<file path="config.mk">
export PLATFORM = sky130hd
export DESIGN_NAME = majority_seq_ctrl
export DESIGN_NICKNAME = d
export VERILOG_FILES = /design/src/rtl/majority_seq_ctrl.sv
export SDC_FILE = /design/constraint.sdc
export NUM_CORES = 1
export LEC_CHECK = 0
export CORE_MARGIN = 2
export CORE_UTILIZATION = 25
export CTS_CLUSTER_SIZE = 40
export DETAILED_ROUTE_END_ITERATION = 10
export PLACE_DENSITY_LB_ADDON = 0.08
export SETUP_SLACK_MARGIN = 0.02
export SLEW_MARGIN = 15
export SYNTH_ARGS = -nofsm -noshare
export SYNTH_HDL_FRONTEND = slang
export SYNTH_HIERARCHICAL = 1
export SYNTH_SLANG_ARGS = --single-unit
</file>
<file path="constraint.sdc">
create_clock -name clk -period 4.6 [get_ports clk]
set_input_delay 0.92 -clock clk [delete_from_list [all_inputs] [get_ports clk]]
set_output_delay 0.92 -clock clk [all_outputs]
set_load 0.01 [all_outputs]
</file>
<file path="src/rtl/majority_seq_ctrl.sv">
// majority_seq_ctrl
//   Takes one WORD_W-bit word through a valid/ready handshake and counts its
//   1 bits one CHUNK_W slice per cycle, starting at the LSB. It then reports
//   whether the word has more zeros, more ones, or an equal number of each.
//   The result is held until the consumer takes it.
//
// Ports
//   clk       rising-edge clock
//   reset     asynchronous, active-high reset
//   in_valid  producer offers in_data
//   in_ready  word can be accepted (high only in IDLE)
//   in_data   word to classify
//   out_valid result/ones/zeros valid, held until out_ready
//   out_ready consumer takes the result
//   result    2'b00 more zeros, 2'b01 more ones, 2'b10 equal
//   ones      number of 1 bits in the word
//   zeros     WORD_W - ones

// Counts the 1 bits in one slice of the word. This is the per-cycle datapath.
module majority_popcount #(
    parameter int CHUNK_W = 8,
    parameter int CNT_W   = 6
) (
    input  logic [CHUNK_W-1:0] chunk,
    output logic [CNT_W-1:0]   count
);
    always_comb begin
        count = '0;
        for (int i = 0; i < CHUNK_W; i++) begin
            count = count + CNT_W'(chunk[i]);
        end
    end
endmodule

module majority_seq_ctrl #(
    parameter int WORD_W  = 32,
    parameter int CHUNK_W = 8,   // WORD_W must be an integer multiple of CHUNK_W
    parameter int CNT_W   = $clog2(WORD_W + 1)
) (
    input  logic              clk,
    input  logic              reset,
    input  logic              in_valid,
    output logic              in_ready,
    input  logic [WORD_W-1:0] in_data,
    output logic              out_valid,
    input  logic              out_ready,
    output logic [1:0]        result,
    output logic [CNT_W-1:0]  ones,
    output logic [CNT_W-1:0]  zeros
);
    localparam int N     = WORD_W / CHUNK_W;
    localparam int IDX_W = (N > 1) ? $clog2(N) : 1;

    localparam logic [IDX_W-1:0] LAST_IDX = IDX_W'(N - 1);
    localparam logic [CNT_W-1:0] WORD_CNT = CNT_W'(WORD_W);

    localparam logic [1:0] RES_ZEROS = 2'b00;
    localparam logic [1:0] RES_ONES  = 2'b01;
    localparam logic [1:0] RES_TIE   = 2'b10;

    typedef enum logic [1:0] {
        IDLE = 2'd0,
        RUN  = 2'd1,
        DONE = 2'd2
    } state_t;

    state_t             state;
    logic [WORD_W-1:0]  shift;
    logic [IDX_W-1:0]   idx;
    logic [CNT_W-1:0]   acc;
    logic [CNT_W-1:0]   chunk_cnt;
    logic [CNT_W-1:0]   acc_next;
    logic [CNT_W-1:0]   zeros_next;

    majority_popcount #(
        .CHUNK_W (CHUNK_W),
        .CNT_W   (CNT_W)
    ) u_popcount (
        .chunk (shift[CHUNK_W-1:0]),
        .count (chunk_cnt)
    );

    // The accumulator can hold WORD_W, so this sum cannot wrap.
    assign acc_next   = acc + chunk_cnt;
    assign zeros_next = WORD_CNT - acc_next;

    assign in_ready = (state == IDLE);

    always_ff @(posedge clk or posedge reset) begin
        if (reset) begin
            state     <= IDLE;
            shift     <= '0;
            idx       <= '0;
            acc       <= '0;
            ones      <= '0;
            zeros     <= '0;
            result    <= RES_ZEROS;
            out_valid <= 1'b0;
        end else begin
            case (state)
                IDLE: begin
                    if (in_valid) begin
                        shift <= in_data;
                        acc   <= '0;
                        idx   <= '0;
                        state <= RUN;
                    end
                end
                RUN: begin
                    acc   <= acc_next;
                    shift <= shift >> CHUNK_W;
                    idx   <= idx + 1'b1;
                    // Load the outputs directly from the final sum. This makes
                    // out_valid rise on the same edge that adds the last chunk.
                    if (idx == LAST_IDX) begin
                        ones      <= acc_next;
                        zeros     <= zeros_next;
                        result    <= (acc_next < zeros_next) ? RES_ZEROS :
                                     (acc_next > zeros_next) ? RES_ONES  : RES_TIE;
                        out_valid <= 1'b1;
                        state     <= DONE;
                    end
                end
                DONE: begin
                    // ones/zeros/result keep their values after the handshake.
                    if (out_ready) begin
                        out_valid <= 1'b0;
                        state     <= IDLE;
                    end
                end
                default: begin
                    state     <= IDLE;
                    out_valid <= 1'b0;
                end
            endcase
        end
    end
endmodule

</file>
==> impl_results.md <==
- Status: complete, but fails checks
- Failing checks: setup timing
- Fin. Hold Viols: 0
- Synth Area in Compound Gates: 18.40%
- Gpl congestion: 0.7581
- Met3 routed wirelength: 177 µm
- Startpoint types: register
- Syn-to-layout area delta: 36.21%
- Core ar.: 11910 µm²
- Post-synthesis sequential area ratio: 46.51%
- Chip height: 113.8 µm
- Initial Util: 25.29%
- Slew @ Worst Pin: 932.0 ps
- Vias per cell: 4.520
- Top sig layer: met4
- Initial antenna violation count: 0
- Synth top area cells: dfrtp_1, o21ai_0, and3b_1
- First-pass GRT wire length: 12.84 mm
- Max Root-Sink Buffers: 2
- Multiplexer share of the synthesized area: 0.7060%
- Reg2Reg Depth: 18
- Largest family of logic cells by synthesized area: compound AO/OA/AOI/OAI gates
- IO Port Bufs: 51
- Top-area cell type share of the netlist area: 46.51%
- Filler Cell Count: 1225
- Origin of the critical flop-to-flop path: shift[0]
- Post-synth cell types: 44
- Tightest hold margin: 485.0 ps
- Cell depth of the worst hold path: 2
- Cell Area, Synth: 3013 µm²
- Initial DRC Count: 89
- Vias in the first global route: 2431
- EDFF count, synth: 0
- FF-to-FF End: result[1]
- FP Rows: 40
- M1 wire length: 4.024 mm
- FF+latch count, synth: 56
- Largest net degree at the start of global routing: 55
- Setup-failing EPs final: 2
- Fmax: 0.2082 GHz
- Clk slew on worst S/H paths: 70 ps
- RSZ-0062 raised after global routing: yes
- CTS root buffer: clkbuf_16
- Placed Instance Area: 3815 µm²
- Slew Viols, Final: 0
- Final instance area: 4104 µm²
- Worst reg2reg setup slack: -200 ps
- Worst hold-check path type: reg -> reg
- Average size of a mapped cell: 9.565 µm²
- Xor/xnor share of the synthesized area: 1.703%
- Later-pin clock latency in the skew report: 290 ps
- CP endpoint kind: register
- Max Clock Skew: 5.731 ps
- First-pass iteration count of the detailed router: 4
- Yosys warns: 6
- Clock Sinks: 56
- Simple-Gate Fraction of Synth Area: 18.11%
- Crit path from: shift[0]
- Post-Synth Adder-Cell Area: 8.721%
- Max-Cap Viols: 0
- DRC viols: 0
- GRT Overall Usage: 12.56%
- Post-synth top area cell: dfrtp_1
- Final ANT Viol Nets: 0
- Crit Path Class: reg -> reg
- Crit Path Max Fanout: 2
- CTS tree: built
- Worst setup margin: -203.0 ps
- Most frequent cells in the layout: dfrtp_1, clkdlybuf4s50_1, nand2_1, o21ai_0, a21oi_1
- Period Utilization, post-route: 104.4%
- Via count: 2373
- Diode count: 0
- Grt total ovfl: 0
- Worst slew margin: 37.87%
- Mapped Cells: 315
- Most common cell after layout, fill and taps aside: dfrtp_1
- Cts bufs inserted: 5
- Final wirelength: 7.784 mm
- Synth Flop Type: dfrtp_1
- Crit path capture: result[1]
- Nets@finish: 431
- Asr flop ratio synth: 100.0%
- CTS H-Tree Depth: 2
- Hpwl dp: 5.240 mm
- Share of layout cells above drive strength 1: 17.46%
- Metal2 WL: 3.492 mm
- DIE AREA: 12950 µm²
- Die width: 113.8 µm
- Critical Path AT: 5020 ps
- IO Pins: 52
- Worst EP required: 4810 ps
- WL per Instance: 14.83 µm
- Fin crit period: 4803 ps
-- worst min path at each step --
stage	startpoint	slack [ps]	end
after floorplan	shift[4]	450	shift[4]
after global placement	shift[6]	460	shift[6]
after detailed placement	shift[9]	470	shift[9]
after CTS	shift[9]	490	shift[9]
after global routing	shift[17]	510	shift[17]
final	shift[9]	490	shift[9]
-- layout make-up --
class,count,area [µm²],area share [%]
sequential,56,1401,34.15
clock inverter,2,35.03,0.8537
tap,147,183.9,4.482
multi-input combinational,217,1575,38.38
clock buffer,6,128.9,3.140
inverter,22,85.08,2.073
timing repair buffer,75,694.4,16.92
-- stage by stage --
step                cells  worst slack [ps]  setup TNS, ps  util [%]
detailed placement    513            -280.2         -458.3     32.03
global route          525            -347.2         -939.2     34.45
CTS                   523            -254.2         -349.0     34.22
finish                525            -203.0         -258.3     34.45
global placement      513            -176.6         -266.5     32.03
floorplan             316            -139.0         -147.5         -
-- registers in the layout (all words and copies together) (netlist names) --
name,flops
result,2
state,2
ones,6
idx,2
zeros,5
acc,6
out_valid,1
shift,32
-- Yosys cell counts (all sizes together), types with 3 or more instances --
cell and instances:
nand2 51, a211oi 3, fa 5, ha 13
and3b 24, a22o 10, a21oi 28, dfrtp 56
nand3 3, o21ai 43, buf 3, nor2 7
xnor2 3, clkbuf 18, inv 22
-- layer usage --
layer	global-route usage, %	vias to the layer above
met5	0	-
met4	3.659	0
met3	2.125	5
met2	19.08	34
met1	18.40	1142
li1	-	1192
-- kinds of logic after synthesis --
kind of cell,count (synthesis)
adders and majority gates,18
AOI/OAI and AO/OA,93
muxes,2
xor gates and xnor gates,5
buffers and inverters,43
other,1
and+or+nand+nor,97
DFF,56
-- worst max-delay path, stage by stage (launching register included) --
cell and delay [ps]:
dfrtp_1 400, fa_1 530, inv_1 50, fa_1 490
fa_1 410, inv_1 90, ha_2 190, inv_2 40
fa_2 320, xnor2_1 130, ha_1 300, or2_2 290
a21o_1 200, nand2_2 70, nand3_2 90, ha_4 270
or3_4 330, a2111o_1 380, a32oi_1 150
-- repair_timing --
item / in CTS / in global routing
pin swaps: 7 / 2
resized for setup: 16 / 2
setup buffers: 2 / 2
setup endpoints to repair: 2 / 5
hold buffers: 0 / 0
Power is left out: the tool's default activity adds up to more than one toggle a clock period on the data nets, which glitch-free logic cannot reach.
